--- config.mk ---
export PLATFORM = sky130hd
export DESIGN_NAME = seg7_scan4
export DESIGN_NICKNAME = d
export VERILOG_FILES = /design/src/rtl/seg7_pkg.sv /design/src/rtl/seg7_hex_decode.sv /design/src/rtl/seg7_scan4.sv
export SDC_FILE = /design/constraint.sdc
export NUM_CORES = 1
export LEC_CHECK = 0
export BUFFER_PORTS_ARGS = -buffer_cell sky130_fd_sc_hd__buf_2
export CAP_MARGIN = 20
export CORE_MARGIN = 3
export CORE_UTILIZATION = 55
export DETAILED_ROUTE_END_ITERATION = 10
export GPL_ROUTABILITY_DRIVEN = 0
export PLACE_DENSITY = 0.77
export SLEW_MARGIN = 20
export SYNTH_ARGS = -nofsm -noshare
export SYNTH_HDL_FRONTEND = slang
export SYNTH_SLANG_ARGS = --single-unit
--- constraint.sdc ---
create_clock -name clk -period 2.9 [get_ports clk]
set_input_delay 0 -clock clk [delete_from_list [all_inputs] [get_ports clk]]
set_output_delay 0 -clock clk [all_outputs]
set_load 0.05 [all_outputs]
--- src/rtl/seg7_pkg.sv ---
// Shared constants and types for the four-digit seven-segment scanner.
package seg7_pkg;

  localparam logic [6:0] SEG_OFF = 7'h7F;

  // Active-low {g,f,e,d,c,b,a} patterns, entry 15 first so HEX_SEG[code] indexes naturally.
  localparam logic [15:0][6:0] HEX_SEG = {
    7'h0E, 7'h06, 7'h21, 7'h46, 7'h03, 7'h08, 7'h10, 7'h00,
    7'h78, 7'h02, 7'h12, 7'h19, 7'h30, 7'h24, 7'h79, 7'h40
  };

  typedef logic [1:0] digit_idx_t;

endpackage

--- src/rtl/seg7_hex_decode.sv ---
// Combinational hex-code to active-low seven-segment pattern.
module seg7_hex_decode
  import seg7_pkg::*;
(
  input  logic [3:0] code,
  output logic [6:0] seg
);

  assign seg = HEX_SEG[code];

endmodule

--- src/rtl/seg7_scan4.sv ---
// Four-digit multiplexed seven-segment driver with per-frame input capture and anode guard.
// Optional build macro SEG7_DIM_EN adds the 2-bit bright input for reduced lit windows.
module seg7_scan4
  import seg7_pkg::*;
#(
  parameter int REFRESH_DIV = 50000,
  parameter int GUARD       = 4
) (
  input  logic       clk,
  input  logic       rst,
  input  logic [3:0] d0,
  input  logic [3:0] d1,
  input  logic [3:0] d2,
  input  logic [3:0] d3,
  input  logic [3:0] blank,
`ifdef SEG7_DIM_EN
  input  logic [1:0] bright,
`endif
  output logic [6:0] out,
  output logic       an0,
  output logic       an1,
  output logic       an2,
  output logic       an3
);

  localparam int                CNT_W    = $clog2(REFRESH_DIV);
  localparam logic [CNT_W-1:0]  CNT_LAST = CNT_W'(REFRESH_DIV - 1);
  localparam logic [CNT_W:0]    GUARD_C  = (CNT_W+1)'(GUARD);
`ifdef SEG7_DIM_EN
  localparam int                WIN      = (REFRESH_DIV - GUARD) >> 2;
`endif

  logic [CNT_W-1:0] cnt_q, cnt_d;
  digit_idx_t       idx_q, idx_d;
  logic [3:0][3:0]  sd_q, sd_d;
  logic [3:0]       sb_q, sb_d;
  logic [6:0]       out_q, out_d;
  logic [3:0]       an_q, an_d;
  logic [6:0]       dec_seg;
  logic [CNT_W:0]   lit_end;
  logic             capture;
  logic             lit;
`ifdef SEG7_DIM_EN
  logic [1:0]       sbr_q, sbr_d;
`endif

  seg7_hex_decode u_dec (
    .code (sd_q[idx_q]),
    .seg  (dec_seg)
  );

  // End (exclusive) of the lit window within a slot, measured in slot counts.
  always_comb begin
    lit_end = (CNT_W+1)'(REFRESH_DIV);
`ifdef SEG7_DIM_EN
    case (sbr_q)
      2'd0:    lit_end = (CNT_W+1)'(GUARD + WIN);
      2'd1:    lit_end = (CNT_W+1)'(GUARD + 2 * WIN);
      2'd2:    lit_end = (CNT_W+1)'(GUARD + 3 * WIN);
      default: lit_end = (CNT_W+1)'(REFRESH_DIV);
    endcase
`endif
  end

  always_comb begin
    cnt_d   = (cnt_q == CNT_LAST) ? '0 : cnt_q + 1'b1;
    idx_d   = (cnt_q == CNT_LAST) ? idx_q + 2'd1 : idx_q;
    capture = (idx_q == 2'd0) && (cnt_q == '0);
    sd_d    = capture ? {d3, d2, d1, d0} : sd_q;
    sb_d    = capture ? blank : sb_q;
`ifdef SEG7_DIM_EN
    sbr_d   = capture ? bright : sbr_q;
`endif
    lit     = ({1'b0, cnt_q} >= GUARD_C) && ({1'b0, cnt_q} < lit_end);
    an_d    = 4'hF;
    out_d   = SEG_OFF;
    if (lit) begin
      an_d[idx_q] = 1'b0;
      out_d       = sb_q[idx_q] ? SEG_OFF : dec_seg;
    end
  end

  always_ff @(posedge clk or negedge rst) begin
    if (!rst) begin
      cnt_q <= '0;
      idx_q <= '0;
      sd_q  <= '0;
      sb_q  <= 4'hF;
      out_q <= SEG_OFF;
      an_q  <= 4'hF;
`ifdef SEG7_DIM_EN
      sbr_q <= 2'd0;
`endif
    end else begin
      cnt_q <= cnt_d;
      idx_q <= idx_d;
      sd_q  <= sd_d;
      sb_q  <= sb_d;
      out_q <= out_d;
      an_q  <= an_d;
`ifdef SEG7_DIM_EN
      sbr_q <= sbr_d;
`endif
    end
  end

  assign out = out_q;
  assign an0 = an_q[0];
  assign an1 = an_q[1];
  assign an2 = an_q[2];
  assign an3 = an_q[3];

endmodule

==> out/metrics.cfg <==
[global_routing]
grt-ovfl-total=0
grt_use_total_pct=21.6
grt_pass1_vias=1755
antenna_found_initial=0
grt_max_degree=50
grt_pass1_wl_um=8560

[power]
p_total_mw=1.35
p_per_area_mw_per_mm2=456
p_leak_nw=1.34
ir_drop_uv=428

[synthesis]
synth_top_cells_by_count=dfrtp_1 (34), mux2_1 (20), dfstp_2 (15)
synth_nets=232
avgSynthCellArea_um2=12.3
synth_edf_count=0
ys_warn_count=0
synth_cells=198
synthFlopType=dfrtp_1
yosys.area.top_type=dfrtp_1
ys_ff_latch=49
synthTopCellsByArea=dfrtp_1 (35%), dfstp_2 (16%), mux2_1 (9.3%)
async_flop_share_pct=100
ys_seq_area_share_pct=51.3
yosys.cell_count.top_type=dfrtp_1
synth_cell_type_count=40
syn_area_mm2=0.00243
synth_top_cell_area_share_pct=35.1

[min_path]
min_path_type=primary input to asynchronous set/reset pin

[timing]
rsz0062_at_grt=false
tightest_slew_ns=0.633
hold_viol_final=0
final-max-slew-violation-count=0
setup_viol=0
fin_crit_ns=2.27
final.period_utilization_pct=78.4
maxSlewHeadroom_pct=57.4
skew_ns=0.00344
clock.fmax_ghz=0.440
tns_ns=0

[place]
port_buffers=32
place_hpwl_um=3110

[final_layout]
drive_above_1_share_pct=26.3
diodes=0
final_nets=288
final-seq-area_mm2=0.00124
multi_input_area_mm2=0.00111
fillers=268
area_growth_pct=22.0

[cts]
cts_tree=done
numCtsBuffers=5
clk_pin_slew_ns=0.09
ctsResizeCount=0
clkLatencyLatePin_ns=0.31
clockBufferDepth=2
h-tree-depth=2
root_buffer=clkbuf_8
clock-sinks=49

[critical_path]
rrSetupSlack_ns=0.63
path_class=register to register
crit_fanout=20
required_ns=3.09
critPathLaunchType=register
worstPathArrival_ns=2.46
cp-end-kind=register

[floorplanning]
die_y_um=72.4
start_util_pct=59.0
die_w_um=72.4
ios=33
rows=23
core-area_mm2=0.00412
die_area_mm2=0.00524

[job]
drv_cap=0

[run_status]
status=completed

[drt]
wl_per_cell_um=15.9
ant_nets=0
wl_um=4850
num_vias=1680
avgViaCountPerCell=5.51
drc=0
dr.pass1.iters=4
drt_iter0_drc=102

## sequential cells by signal, summed over array words and instances (netlist names)
signal / count
an_q: 4
cnt_q: 16
sd_q: 16
out: 7
sb_q: 4
idx_q: 2
## cell families (layout without fill, tap and decap cells)
| family | after synthesis | count (layout) | share of synthesized area (%) |
|---|---|---|---|
| buffers and inverters | 19 | 76 | 3.30 |
| adders and majority gates | 12 | 12 | 6.19 |
| AOI/OAI and AO/OA | 14 | 14 | 4.13 |
| and+or+nand+nor | 61 | 61 | 14.4 |
| muxes | 29 | 29 | 15.6 |
| xor gates and xnor gates | 14 | 14 | 5.05 |
| DFF | 49 | 49 | 51.3 |
## cells in the final DEF, fill, tap and decap left out, types with 2 or more instances in the layout
cell type       n
nand3b_1        2
mux2_1         20
xor2_1          4
and3_1          4
dfstp_2        15
mux4_2          5
dlygate4sd3_1  21
buf_2          31
buf_4           2
inv_1          14
xnor2_1        10
ha_1           12
clkbuf_8        5
dfrtp_1        34
nand2_1        13
mux2i_1         3
nand3_1         6
a21oi_1         3
nor3_1          2
o211ai_1        3
nor4_1          5
nand4_1         5
or3_1           2
nor4_4          2
nor2_1         13
## through the flow
step / instances / instance area [µm²] / util, % / hold slack [ns] / setup WS [ns]
finish: 305 / 2960 / 71.9 / 0.246 / 0.628
global route: 305 / 2960 / 71.9 / 0.288 / 0.516
CTS: 305 / 2960 / 71.9 / 0.437 / 0.620
detailed placement: 276 / 2640 / 64.1 / 0.221 / 0.643
global placement: 276 / 2640 / 64.1 / 0.216 / 0.707
floorplan: 198 / 2430 / - / -0.296 / 0.814
## power by group
part,internal (mW),switching (mW)
registers,0.712,0.00981
logic,0.0598,0.0770
clock network,0.254,0.236
total,1.03,0.322
## critical path: stages (launching register included)
cell	delay [ns]
dfrtp_1	0.43
or4_4	0.57
or2_4	0.27
nor4_4	0.20
buf_4	0.31
mux2_1	0.37
## final timing paths
check | from | endpoint | cells after the start
setup / recovery | cnt_q[12]$_DFF_PN0_ | sd_q[2]$_DFFE_PN0P_ | 5
hold / removal | rst | sd_q[2]$_DFFE_PN0P_ | 2
setup reg to reg | cnt_q[12]$_DFF_PN0_ | sd_q[2]$_DFFE_PN0P_ | 5
hold reg to reg | sd_q[11]$_DFFE_PN0P_ | sd_q[11]$_DFFE_PN0P_ | 1
max in group asynchronous | rst | sd_q[1]$_DFFE_PN0P_ | 2
min in group clk | d1[3] | sd_q[7]$_DFFE_PN0P_ | 3
## per-layer routing
metal | global-route usage [%] | part of all wire [%] | routed length [µm]
met4 | 6.97 | 1.7 | 83
met2 | 36.3 | 51 | 2480
met3 | 5.40 | 3.7 | 179
met1 | 27.5 | 43 | 2110
met5 | 0 | 0 | 0
## timing repair
item                      4_1_cts  5_1_grt
hold endpoints to repair       54        0
buffers inserted                0        0
hold buffers                   21        0
## cell type report
cell class | count | share of cell area (%)
Timing Repair Buffer | 54 | 12.8
Clock buffer | 5 | 2.32
Clock inverter | 3 | 1.39
Inverter | 14 | 1.78
Tap cell | 50 | 2.11
Sequential cell | 49 | 42.1
Multi-Input combinational cell | 130 | 37.5
Note: power is estimated with default switching activity, not from simulation.
